<file path="src/rtl/puzzle_pkg.sv">
// puzzle_pkg: shared types, the solved-board constant and neighbour/legality
// helpers for the 4x4 sliding-puzzle board.
package puzzle_pkg;

    typedef enum logic [1:0] {
        UP    = 2'd0,
        DOWN  = 2'd1,
        LEFT  = 2'd2,
        RIGHT = 2'd3
    } dir_t;

    typedef enum logic [1:0] {
        IDLE,
        SCRAMBLE,
        PLAY,
        DONE
    } board_state_t;

    typedef logic [15:0][3:0] board_t;

    typedef struct packed {
        logic       legal;
        logic [3:0] idx;
    } nbr_t;

    localparam board_t SOLVED_BOARD = {
        4'd0,  4'd15, 4'd14, 4'd13, 4'd12, 4'd11, 4'd10, 4'd9,
        4'd8,  4'd7,  4'd6,  4'd5,  4'd4,  4'd3,  4'd2,  4'd1
    };

    // Direction is the tile's motion, so the tile that slides in sits opposite it.
    function automatic nbr_t neighbour(input logic [3:0] blank, input dir_t dir);
        nbr_t n;
        n.legal = 1'b0;
        n.idx   = blank;
        case (dir)
            UP:      begin n.legal = (blank[3:2] != 2'd3); n.idx = blank + 4'd4; end
            DOWN:    begin n.legal = (blank[3:2] != 2'd0); n.idx = blank - 4'd4; end
            LEFT:    begin n.legal = (blank[1:0] != 2'd3); n.idx = blank + 4'd1; end
            default: begin n.legal = (blank[1:0] != 2'd0); n.idx = blank - 4'd1; end
        endcase
        return n;
    endfunction

    function automatic dir_t inverse(input dir_t dir);
        return dir_t'(dir ^ 2'b01);
    endfunction

endpackage

</file>
<file path="src/rtl/puzzle_board_if.sv">
// puzzle_board_if: start/move/read bus between the game side and puzzle_board.
// With BOARD_UNDO_EN defined the bus also carries the undo request.
interface puzzle_board_if;
    logic [2:0] start;
    logic       in_game;
    logic       move_valid;
    logic [1:0] move_dir;
    logic [3:0] rd_idx;
    logic [3:0] rd_tile;
    logic [3:0] blank_pos;
    logic [7:0] move_count;
    logic       busy;
    logic       win;
    logic       lose;
`ifdef BOARD_UNDO_EN
    logic       undo;

    modport master (
        output start, in_game, move_valid, move_dir, rd_idx, undo,
        input  rd_tile, blank_pos, move_count, busy, win, lose
    );
    modport slave (
        input  start, in_game, move_valid, move_dir, rd_idx, undo,
        output rd_tile, blank_pos, move_count, busy, win, lose
    );
`else
    modport master (
        output start, in_game, move_valid, move_dir, rd_idx,
        input  rd_tile, blank_pos, move_count, busy, win, lose
    );
    modport slave (
        input  start, in_game, move_valid, move_dir, rd_idx,
        output rd_tile, blank_pos, move_count, busy, win, lose
    );
`endif
endinterface

</file>
<file path="src/rtl/puzzle_lfsr16.sv">
// puzzle_lfsr16: 16-bit Fibonacci LFSR (taps 16,14,13,11) with enable and
// seed load; shared by the randomised blocks.
module puzzle_lfsr16 #(
    parameter logic [15:0] SEED = 16'hACE1
) (
    input  logic        clk,
    input  logic        resetn,
    input  logic        load,
    input  logic [15:0] seed,
    input  logic        en,
    output logic [15:0] value
);
    logic feedback;

    assign feedback = value[0] ^ value[2] ^ value[3] ^ value[5];

    always_ff @(posedge clk or negedge resetn) begin
        if (!resetn) begin
            value <= SEED;
        end else if (load) begin
            value <= seed;
        end else if (en) begin
            value <= {feedback, value[15:1]};
        end
    end
endmodule

</file>
<file path="src/rtl/puzzle_board.sv">
// puzzle_board: 4x4 sliding-puzzle tile array with LFSR scramble, player moves
// and sticky win/lose flags. BOARD_UNDO_EN adds a one-deep undo of the last move.
module puzzle_board
    import puzzle_pkg::*;
#(
    parameter int          EZ_MOVES     = 10,
    parameter int          NORMAL_MOVES = 40,
    parameter int          HARD_MOVES   = 120,
    parameter int          MOVE_LIMIT   = 200,
    parameter logic [15:0] LFSR_SEED    = 16'hACE1
) (
    input logic           clk,
    input logic           resetn,
    puzzle_board_if.slave bus
);
    board_t       board;
    board_state_t state;
    logic [3:0]   blank;
    logic [7:0]   remaining;
    logic [7:0]   move_count;
    logic         prev_valid;
    dir_t         prev_dir;
    logic         check_pending;
    logic         busy;
    logic         win;
    logic         lose;
    logic [15:0]  lfsr;
    logic         start_hit;
    logic [7:0]   start_moves;
    dir_t         scr_dir;
    dir_t         play_dir;
    nbr_t         scr_nbr;
    nbr_t         play_nbr;
    logic         scr_ok;
    logic         move_ok;
    logic         solved;
    logic         lfsr_en;
`ifdef BOARD_UNDO_EN
    logic         last_valid;
    dir_t         last_dir;
    nbr_t         undo_nbr;
    logic         undo_ok;
`endif

    always_comb begin
        start_hit   = 1'b1;
        start_moves = 8'd0;
        case (bus.start)
            3'b001:  start_moves = 8'(EZ_MOVES);
            3'b010:  start_moves = 8'(NORMAL_MOVES);
            3'b100:  start_moves = 8'(HARD_MOVES);
            default: start_hit   = 1'b0;
        endcase
    end

    // Scramble never undoes its own previous step, so the walk does not stall.
    assign scr_dir  = dir_t'(lfsr[1:0]);
    assign scr_nbr  = neighbour(blank, scr_dir);
    assign scr_ok   = scr_nbr.legal && !(prev_valid && (scr_dir == inverse(prev_dir)));
    assign play_dir = dir_t'(bus.move_dir);
    assign play_nbr = neighbour(blank, play_dir);
    assign move_ok  = bus.move_valid && bus.in_game && play_nbr.legal;
    assign solved   = (board == SOLVED_BOARD);
    assign lfsr_en  = (state == SCRAMBLE) && !start_hit && (remaining != 8'd0);
`ifdef BOARD_UNDO_EN
    assign undo_nbr = neighbour(blank, inverse(last_dir));
    assign undo_ok  = bus.undo && !bus.move_valid && last_valid;
`endif

    puzzle_lfsr16 #(.SEED(LFSR_SEED)) u_lfsr (
        .clk    (clk),
        .resetn (resetn),
        .load   (1'b0),
        .seed   (LFSR_SEED),
        .en     (lfsr_en),
        .value  (lfsr)
    );

    always_ff @(posedge clk or negedge resetn) begin
        if (!resetn) begin
            board         <= SOLVED_BOARD;
            blank         <= 4'd15;
            state         <= IDLE;
            remaining     <= 8'd0;
            move_count    <= 8'd0;
            prev_valid    <= 1'b0;
            prev_dir      <= UP;
            check_pending <= 1'b0;
            busy          <= 1'b0;
            win           <= 1'b0;
            lose          <= 1'b0;
`ifdef BOARD_UNDO_EN
            last_valid    <= 1'b0;
            last_dir      <= UP;
`endif
        end else if (start_hit) begin
            board         <= SOLVED_BOARD;
            blank         <= 4'd15;
            state         <= SCRAMBLE;
            remaining     <= start_moves;
            move_count    <= 8'd0;
            prev_valid    <= 1'b0;
            check_pending <= 1'b0;
            busy          <= 1'b1;
            win           <= 1'b0;
            lose          <= 1'b0;
`ifdef BOARD_UNDO_EN
            last_valid    <= 1'b0;
`endif
        end else begin
            case (state)
                SCRAMBLE: begin
                    if (remaining == 8'd0) begin
                        busy  <= 1'b0;
                        state <= PLAY;
                    end else if (scr_ok) begin
                        board[blank]       <= board[scr_nbr.idx];
                        board[scr_nbr.idx] <= 4'd0;
                        blank              <= scr_nbr.idx;
                        remaining          <= remaining - 8'd1;
                        prev_valid         <= 1'b1;
                        prev_dir           <= scr_dir;
                    end
                end
                // A pending end-of-game check takes the cycle; a coincident move is dropped.
                PLAY: begin
                    if (check_pending && solved) begin
                        win           <= 1'b1;
                        state         <= DONE;
                        check_pending <= 1'b0;
                    end else if (check_pending && (move_count == 8'(MOVE_LIMIT))) begin
                        lose          <= 1'b1;
                        state         <= DONE;
                        check_pending <= 1'b0;
                    end else if (move_ok) begin
                        board[blank]        <= board[play_nbr.idx];
                        board[play_nbr.idx] <= 4'd0;
                        blank               <= play_nbr.idx;
                        move_count          <= (move_count == 8'hFF) ? move_count : move_count + 8'd1;
                        check_pending       <= 1'b1;
`ifdef BOARD_UNDO_EN
                        last_valid          <= 1'b1;
                        last_dir            <= play_dir;
                    end else if (undo_ok) begin
                        board[blank]        <= board[undo_nbr.idx];
                        board[undo_nbr.idx] <= 4'd0;
                        blank               <= undo_nbr.idx;
                        move_count          <= (move_count == 8'd0) ? move_count : move_count - 8'd1;
                        check_pending       <= 1'b1;
                        last_valid          <= 1'b0;
`endif
                    end else begin
                        check_pending <= 1'b0;
                    end
                end
                default: begin
                end
            endcase
        end
    end

    assign bus.rd_tile    = board[bus.rd_idx];
    assign bus.blank_pos  = blank;
    assign bus.move_count = move_count;
    assign bus.busy       = busy;
    assign bus.win        = win;
    assign bus.lose       = lose;
endmodule
</file>
<file path="src/flat_wrapper.sv">
// flat-port wrapper written by rule: the top's interface ports become plain ports
module puzzle_board_flat import puzzle_pkg::*;
#(
    parameter int          EZ_MOVES     = 10,
    parameter int          NORMAL_MOVES = 40,
    parameter int          HARD_MOVES   = 120,
    parameter int          MOVE_LIMIT   = 200,
    parameter logic [15:0] LFSR_SEED    = 16'hACE1
)
  (clk, resetn, bus_start, bus_in_game, bus_move_valid, bus_move_dir, bus_rd_idx, bus_rd_tile, bus_blank_pos, bus_move_count, bus_busy, bus_win, bus_lose);
  puzzle_board_if bus_i ();
  input logic clk;
  input logic resetn;
  input wire logic [$bits(bus_i.start)-1:0] bus_start;
  input wire logic [$bits(bus_i.in_game)-1:0] bus_in_game;
  input wire logic [$bits(bus_i.move_valid)-1:0] bus_move_valid;
  input wire logic [$bits(bus_i.move_dir)-1:0] bus_move_dir;
  input wire logic [$bits(bus_i.rd_idx)-1:0] bus_rd_idx;
  output wire logic [$bits(bus_i.rd_tile)-1:0] bus_rd_tile;
  output wire logic [$bits(bus_i.blank_pos)-1:0] bus_blank_pos;
  output wire logic [$bits(bus_i.move_count)-1:0] bus_move_count;
  output wire logic [$bits(bus_i.busy)-1:0] bus_busy;
  output wire logic [$bits(bus_i.win)-1:0] bus_win;
  output wire logic [$bits(bus_i.lose)-1:0] bus_lose;
  assign bus_i.start = bus_start;
  assign bus_i.in_game = bus_in_game;
  assign bus_i.move_valid = bus_move_valid;
  assign bus_i.move_dir = bus_move_dir;
  assign bus_i.rd_idx = bus_rd_idx;
  assign bus_rd_tile = bus_i.rd_tile;
  assign bus_blank_pos = bus_i.blank_pos;
  assign bus_move_count = bus_i.move_count;
  assign bus_busy = bus_i.busy;
  assign bus_win = bus_i.win;
  assign bus_lose = bus_i.lose;
  puzzle_board #(.EZ_MOVES(EZ_MOVES), .NORMAL_MOVES(NORMAL_MOVES), .HARD_MOVES(HARD_MOVES), .MOVE_LIMIT(MOVE_LIMIT), .LFSR_SEED(LFSR_SEED)) u_core (.clk(clk), .resetn(resetn), .bus(bus_i));
endmodule
</file>
<file path="config.mk">
export PLATFORM = sky130hd
export DESIGN_NAME = puzzle_board_flat
export DESIGN_NICKNAME = d
export VERILOG_FILES = /design/src/rtl/puzzle_pkg.sv /design/src/rtl/puzzle_board_if.sv /design/src/rtl/puzzle_lfsr16.sv /design/src/rtl/puzzle_board.sv /design/src/flat_wrapper.sv
export SDC_FILE = /design/constraint.sdc
export NUM_CORES = 1
export LEC_CHECK = 0
export CORE_MARGIN = 4
export CORE_UTILIZATION = 40
export CTS_CLUSTER_SIZE = 16
export DETAILED_ROUTE_END_ITERATION = 16
export PLACE_DENSITY_LB_ADDON = 0.05
export SYNTH_ARGS = -nofsm -noshare
export SYNTH_HDL_FRONTEND = slang
export SYNTH_SLANG_ARGS = --single-unit
</file>
<file path="constraint.sdc">
create_clock -name clk -period 8.15 [get_ports clk]
set_input_delay 1.63 -clock clk [delete_from_list [all_inputs] [get_ports clk]]
set_output_delay 1.63 -clock clk [all_outputs]
set_load 0.005 [all_outputs]
</file>
==> results of run 1 <==
==> metrics by stage <==
stage          setup slack, ps  power [uW]  util [%]
5_1_grt                   2020        4300      44.8
6_report                  2210        4120      44.8
2_1_floorplan             2960        2600         -
4_1_cts                   2150        4030      44.8
3_5_place_dp              2170        3520      43.3
3_3_place_gp              2190        3540      43.3
==> synthesized netlist by cell type (7+ instances only) <==
master	number	area (um^2)
o211ai_1	18	135
mux2_2	28	315
or3_1	9	56.3
xor2_1	16	140
and2_1	8	50.1
nor3_1	26	130
a32oi_1	13	114
nand2_1	88	330
a311oi_1	7	61.3
xnor2_1	14	123
dfstp_2	44	1160
nand4_1	10	62.6
a211oi_1	12	90.1
o21ai_0	56	280
nand3_1	31	155
mux2i_1	20	200
and3_1	13	81.3
o22ai_1	20	125
o221ai_1	10	87.6
nor2b_1	8	50.1
ha_1	15	188
a31oi_1	32	200
a221oi_1	13	114
inv_1	28	105
nor4b_1	8	70.1
clkbuf_1	56	210
buf_1	8	30.0
a21o_1	7	52.6
a22oi_1	20	150
mux4_2	25	563
buf_2	23	115
dfrtp_1	65	1630
nor2_1	83	312
o31ai_1	22	165
a21oi_1	64	320
==> per-layer routing <==
| metal | global-route usage (%) | wire length [um] |
|---|---|---|
| met1 | 44.5 | 17000 |
| met2 | 40.6 | 15400 |
| met3 | 7.78 | 4660 |
| met4 | 11.9 | 1590 |
| met5 | 0 | 0 |
==> worst max path at each step <==
stage	startpoint	end	slack [ps]
global route	bus_rd_idx[0]	bus_rd_tile[2]	2020
finish	bus_rd_idx[0]	bus_rd_tile[2]	2210
floorplan	bus_rd_idx[0]	bus_rd_tile[0]	2960
detailed placement	bus_rd_idx[0]	bus_rd_tile[2]	2170
global placement	bus_rd_idx[0]	bus_rd_tile[0]	2190
CTS	bus_rd_idx[0]	bus_rd_tile[2]	2150
==> worst max-delay path, delay by kind of cell <==
kind	cells	cell delay [ps]
buf+inv	2	1590
mux	2	1080
==> cell families after synthesis <==
group	after synthesis	share of synthesized area, %
flops	109	30.6
simple gates	323	18.0
compound gates	376	28.8
mux	75	12.2
xor+xnor	30	2.89
buf+inv	119	5.52
fa+ha+maj	15	2.07
==> sequential cells by signal, indices dropped and copies added (netlist names) <==
register / cells
u_core.board: 64
u_core.bus.blank_pos: 4
u_core.bus.busy: 1
u_core.bus.lose: 1
u_core.bus.move_count: 8
u_core.bus.win: 1
u_core.check_pending: 1
u_core.prev_dir: 2
u_core.prev_valid: 1
u_core.remaining: 8
u_core.state: 2
u_core.u_lfsr.value: 16
==> power by group through the flow <==
| stage | Clock, uW | Combinational [uW] | Sequential, uW |
|---|---|---|---|
| floorplan | 0 | 1780 | 817 |
| global placement | 0 | 2570 | 966 |
| detailed placement | 0 | 2550 | 961 |
| CTS | 509 | 2570 | 952 |
| global route | 532 | 2790 | 975 |
| finish | 500 | 2650 | 972 |
==> cell type report <==
cell class,instances,share of cell area (%)
timing repair buffer,53,4.78
clock inverter,7,1.02
clock buffer,9,2.28
tap,280,3.54
inverter,28,1.06
sequential,109,28.1
multi-input combinational,819,59.2
==> out/qor.yml, run 1 <==
post_cts_resized: 0
io_buffers: 31
final_cell_area_mm2: 0.00989
drive_gt1_share_pct: 15.7
finalHoldViolCount: 0
max-slew-margin-rel_pct: 23.3
ir_worst_vdd_uv: 144
n_antenna_cell: 0
netlist_instances: 1047
synth_edf_count: 0
place_area_mm2: 0.00956
synth-seq-cells: 109
r2r_cells: 10
multiInputGateArea_mm2: 0.00585
grtUsageTotal_pct: 29.7
p_per_area_mw_per_mm2: 417
grt_pass1_wl_um: 57800
hold_class: "reg -> reg"
grt_max_degree: 68
p_sw_uw: 2330
tightest_slew_ps: 1150
rsz0062_at_grt: "no"
maxSlewViolCount: 0
arrival_ps: 4310
p_comb_share_pct: 64.3
area_growth_pct: 8.83
cp_slowest_cell: "clkdlybuf4s50_1"
hold_depth: 2
final_cells: 1305
initial_core_util_pct: 41.1
seqCellArea_mm2: 0.00278
cp_max_fo: 16
clockRootBuffer: "clkbuf_16"
rr_startpoint: "u_core.bus.blank_pos[0]"
outcome: "complete, no violations"
die-area_mm2: 0.0252
gp_congestion: 1.03
cts_setup_buffers: 0
drt-total-wl_um: 38600
p_leak_uw: 0.00367
cap_viol_max_count: 0
nets: 1048
overflow: 0
ys.flop_type: "dfrtp_1"
crit_path_max_incr_delay_ps: 1130
fin_skew_ps: 20.2
whs_endpoint: "u_core.bus.busy"
cts_tree: "built"
num_rows: 54
cts_hold_buf: 0
fp.dieH_um: 159
synth_warnings: 0
crit_chain: "clkdlybuf4s50_1, mux4_2, mux4_2, clkdlybuf4s50_1"
fp.dieW_um: 159
r2r_slack_ps: 2730
vias_per_cell: 7.14
final_common_cell: "nand2_1"
crit_type: "in -> out"
startpoint_type: "primary input"
fin_crit_sh_pct: 72.8
antenna_found_initial: 0
ios: 32
setup_tns_ps: 0
swShare_pct: 56.6
r2r_end: "u_core.board[31]"
synth_fp_nets: 1075
wl_per_cell_um: 29.6
dp_hpwl_um: 26800
yosysSeqAreaShare_pct: 30.6
drt_iter0_markers: 1451
hold_slack_ps: 482
antenna_left: 0
period_minus_slack_ps: 5940
vias: 9316
drt_pass1_iterations: 12
setup_viol: 0
cp-end-kind: "output port"
critPathRequiredTime_ps: 6520
internal-power_uw: 1790
dp.cells: 1289
cts-buffers-inserted: 9
clock-sinks: 109
grt_pass1_vias: 8527
p_seq_share_pct: 23.6
p_clk_share_pct: 12.1
ys_types: 83
hp-start: "u_core.bus.busy"
nFillCells: 2172
drc: 0
htree_levels: 3
cts_max_path_buffers: 2
timing.fmax_ghz: 0.168
clock_latency_ps: 380
avgSynthCellArea_um2: 8.68
async_reset_ff_share_pct: 100
core_area_mm2: 0.0221
layout_common_cells: "nand2_1 (88), nor2_1 (83), dfrtp_1 (65)"
syn_area_mm2: 0.00909
cts.clk_slew.worst_paths_ps: 90
Power figures use the tool's default switching activity.
==> run 2: changes to the inputs <==
- clock period: 8.15 -> 5.7 ns (I/O delays scaled with it)
==> run 2 against run 1 <==
- global-route usage is 0.29 points higher
- wire length is 1.1% higher
- sequential share of layout area is 0.45 points lower
- cell count is 1.8% higher
- die area stayed put
- register-to-register slack worse by 1400 ps
- critical path depth is 6 higher
- combinational power is 49% higher
==> out/qor.yml, run 2 (synthesis results as in run 1) <==
grtUsageTotal_pct: 30.0
timing.fmax_ghz: 0.209
final_cell_area_mm2: 0.0101
layout_common_cells: "nand2_1 (88), nor2_1 (83), dfrtp_1 (65)"
gp_congestion: 1.02
final_cells: 1329
hold_slack_ps: 484
dp.cells: 1313
nets: 1072
wl_per_cell_um: 29.3
ios: 32
rsz0062_at_grt: "no"
hp-start: "u_core.bus.busy"
initial_core_util_pct: 41.1
drt-total-wl_um: 39000
rr_startpoint: "u_core.bus.blank_pos[1]"
largest_reg_flops: 64
area_growth_pct: 10.6
drt_pass1_iterations: 6
core_area_mm2: 0.0221
startpoint_type: "primary input"
hold_class: "reg -> reg"
dp_hpwl_um: 27600
critPathRequiredTime_ps: 5970
drt_iter0_markers: 1373
grt_pass1_vias: 8495
cts_tree: "built"
fp.dieW_um: 159
cp_max_fo: 19
reg_top3: "u_core.board x64, u_core.u_lfsr.value x16"
arrival_ps: 5050
period_minus_slack_ps: 4780
drc: 0
fin_crit_sh_pct: 83.9
grt_pass1_wl_um: 58000
p_leak_uw: 0.00379
final_common_cell: "nand2_1"
cts_max_path_buffers: 2
cts_hold_buf: 0
io_buffers: 31
nFillCells: 2200
p_per_area_mw_per_mm2: 600
n_antenna_cell: 0
outcome: "complete, no violations"
tightest_slew_ps: 1000
cts-buffers-inserted: 9
power.total_uw: 6030
clockRootBuffer: "clkbuf_16"
maxSlewViolCount: 0
setup_viol: 0
grt_max_degree: 50
vias_per_cell: 6.98
clock_latency_ps: 380
place_area_mm2: 0.00973
ir_worst_vdd_uv: 225
die-area_mm2: 0.0252
num_rows: 54
htree_levels: 3
cap_viol_max_count: 0
cp-end-kind: "flop"
crit_type: "in -> reg"
antenna_found_initial: 1
overflow: 0
post_cts_resized: 0
cts_setup_buffers: 0
fp.dieH_um: 159
cts.clk_slew.worst_paths_ps: 90
max-slew-margin-rel_pct: 32.9
drive_gt1_share_pct: 17.5
crit_start: "bus_move_dir[0]"
finalHoldViolCount: 0
antenna_left: 0
fin_skew_ps: 15.9
regMostFlops: "u_core.board"
setup_tns_ps: 0
vias: 9282
clock-sinks: 109
==> run 2: through the flow <==
| stage | worst slack, ps | util, % |
|---|---|---|
| 2_1_floorplan | 1490 | - |
| 3_3_place_gp | 766 | 44.0 |
| 3_5_place_dp | 663 | 44.0 |
| 4_1_cts | 1040 | 45.5 |
| 5_1_grt | 657 | 45.5 |
| 6_report | 917 | 45.5 |
==> run 2: layer usage <==
metal	vias up	share of wire [%]	global-route usage [%]
li1	4059	-	-
met4	2	3.7	9.78
met3	97	12	8.58
met5	-	0.026	0
met1	4535	43	43.5
met2	589	41	43.1
==> run 2: final timing paths <==
path                                             to  cells after the start  slack (ps)
setup / recovery                   u_core.board[31]                     10         920
hold / removal                      u_core.bus.busy                      2         480
setup reg to reg                   u_core.board[31]                     12        1300
hold reg to reg                     u_core.bus.busy                      2         480
max in group asynchronous          u_core.board[44]                      2        4030
min in group asynchronous  u_core.bus.move_count[3]                      1         680
==> run 2: critical path, cell delays in order <==
cell and delay [ps]:
clkdlybuf4s50_1 630, mux2_2 430, o21ai_1 390, and2_1 820, mux4_2 350, o22ai_1 90, a21oi_2 450, buf_4 270
a22oi_1 80, o311ai_0 380
==> run 2: area by class of cell <==
type / instances / area, um^2 / area share (%)
Sequential cell: 109 / 2780 / 27.7
Inverter: 28 / 105 / 1.05
Clock inverter: 7 / 96.3 / 0.959
Timing Repair Buffer: 77 / 653 / 6.50
Tap cell: 280 / 350 / 3.49
Multi-Input combinational cell: 819 / 5840 / 58.1
Clock buffer: 9 / 225 / 2.24
==> run 2: where the power goes <==
part | internal, uW | total [uW] | switching [uW]
clock | 330 | 723 | 393
combinational | 1310 | 3950 | 2640
sequential | 1030 | 1360 | 331
==> run 3: changes to the inputs <==
- clock period: 5.7 -> 4.1 ns (I/O delays scaled with it)
==> run 3 against run 2 <==
- sequential share of layout area fell by 1.1 points
- cell count increased by 3.6%
- combinational power grew 51%
- power up 46%
- via count grew 2.9%
- core utilization rose by 2.0 points
- sequential power increased by 35%
- worst setup slack worse by 680 ps
- hold slack better by 13 ps
- non-clock buffer count increased by 48
- global-route usage grew 1.5 points
- critical endpoint is now u_core.board[46]
- largest power group unchanged
==> out/qor.yml, run 3 (synthesis results as in run 1) <==
grt_max_degree: 59
vias: 9552
clock_latency_ps: 380
die-area_mm2: 0.0252
initial_core_util_pct: 41.1
p_per_area_mw_per_mm2: 838
largest_reg_flops: 64
fp.dieH_um: 159
fp.dieW_um: 159
area_growth_pct: 15.4
cts_max_path_buffers: 2
period_minus_slack_ps: 3860
clock-sinks: 109
crit_chain: "buf_4, ha_1, mux2_2, or3_1, and2_1, buf_4, o221ai_1, o22ai_1, mux2_2, buf_12, a22oi_1, o311ai_0"
path_depth: 12
setup_tns_ps: 0
cp_slowest_cell: "dfstp_2"
drive_gt1_share_pct: 21.1
crit_type: "reg -> reg"
final_common_cell: "buf_4"
cp-end-kind: "flop"
cap_viol_max_count: 0
arrival_ps: 4110
reg_top3: "u_core.board x64, u_core.u_lfsr.value x16"
internal-power_uw: 4020
fin_skew_ps: 17.8
drt_iter0_markers: 1568
antenna_left: 0
ir_worst_vdd_uv: 420
setup_viol: 0
num_rows: 54
dp_hpwl_um: 29900
ios: 32
r2r_cells: 12
timing.fmax_ghz: 0.259
p_sw_uw: 4770
n_antenna_cell: 0
io_buffers: 31
cts.clk_slew.worst_paths_ps: 100
grt_pass1_vias: 9179
regMostFlops: "u_core.board"
r2r_slack_ps: 240
post_cts_resized: 0
p_clk_share_pct: 11.2
vias_per_cell: 6.94
htree_levels: 3
cts_setup_buffers: 0
p_seq_share_pct: 20.9
antenna_found_initial: 1
cp_max_fo: 25
nets: 1120
crit_path_max_incr_delay_ps: 530
final_core_util_pct: 47.5
maxSlewViolCount: 0
tightest_slew_ps: 1120
layout_common_cells: "buf_4 (89), nand2_1 (88), nor2_1 (83)"
swShare_pct: 54.3
final_cells: 1377
drc: 0
p_comb_share_pct: 67.9
finalHoldViolCount: 0
wl_per_cell_um: 29.5
gp_congestion: 1.06
drt_pass1_iterations: 7
hold_class: "in -> async"
grt_pass1_wl_um: 61300
rsz0062_at_grt: "no"
overflow: 0
drt-total-wl_um: 40600
cts_hold_buf: 0
grtUsageTotal_pct: 31.5
cts-buffers-inserted: 9
crit_buf_inv: 3
clockRootBuffer: "clkbuf_16"
outcome: "complete, no violations"
max-slew-margin-rel_pct: 24.9
critical_path.top_delay_family: "compound AO/OA/AOI/OAI gates"
critPathRequiredTime_ps: 4350
dp.cells: 1361
power.total_uw: 8780
p_leak_uw: 0.00405
fin_crit_sh_pct: 94.2
cts_tree: "built"
core_area_mm2: 0.0221
startpoint_type: "flop"
run 3: cell types whose count changed in the layout (fill, tap and decap cells not counted):
cell | before | now
a31oi_2 | 1 | 0
clkinv_8 | 0 | 3
buf_4 | 47 | 89
inv_8 | 2 | 1
a31oi_1 | 31 | 32
buf_12 | 0 | 6
inv_12 | 4 | 2
run 3: power groups by stage:
stage,clock (uW),sequential [uW],combinational (uW)
floorplan,0,1620,3540
global placement,0,1830,5790
detailed placement,0,1820,5750
CTS,1000,1810,5770
global route,1040,1840,6280
finish,986,1830,5960
run 3: per-layer routing:
| layer | track usage (%) | vias to the layer above | routed length [um] |
|---|---|---|---|
| li1 | - | 4158 | - |
| met1 | 46.9 | 4687 | 18000 |
| met2 | 44.9 | 592 | 16500 |
| met3 | 7.10 | 113 | 4490 |
| met4 | 11.0 | 2 | 1630 |
| met5 | 0 | - | 20 |
run 3: worst register-to-register path, cell delays in order, from the launching register on:
cell and delay [ps]:
dfstp_2 530, buf_4 300, ha_1 480, mux2_2 320, or3_1 260, and2_1 300
buf_4 280, o221ai_1 150, o22ai_1 220, mux2_2 230, buf_12 170, a22oi_1 100
o311ai_0 410
run 3: path summary, 6_finish.rpt:
kind / startpoint / end
setup / recovery: u_core.bus.blank_pos[0] / u_core.board[46]
hold / removal: resetn / u_core.bus.move_count[2]
hold reg to reg: u_core.bus.busy / u_core.bus.busy
min in group clk: u_core.bus.busy / u_core.bus.busy
setup reg to reg: u_core.bus.blank_pos[0] / u_core.board[46]
max in group asynchronous: resetn / u_core.board[50]
run 3: stage by stage:
stage,instance area [um^2],hold WS [ps],setup slack [ps]
finish,10500,498,237
detailed placement,10200,468,131
global placement,10200,464,123
CTS,10500,494,261
global route,10500,512,35.8
floorplan,9090,470,97.5
run 3: cell type report:
cell class              count  area, um^2
fillers                  2142       11600
multi-input cells         819        5830
flip-flops and latches    109        2780
repair buffers            125        1090
well taps                 280         350
clock buffers               9         225
inverters                  28         105
clock inverters             7         101
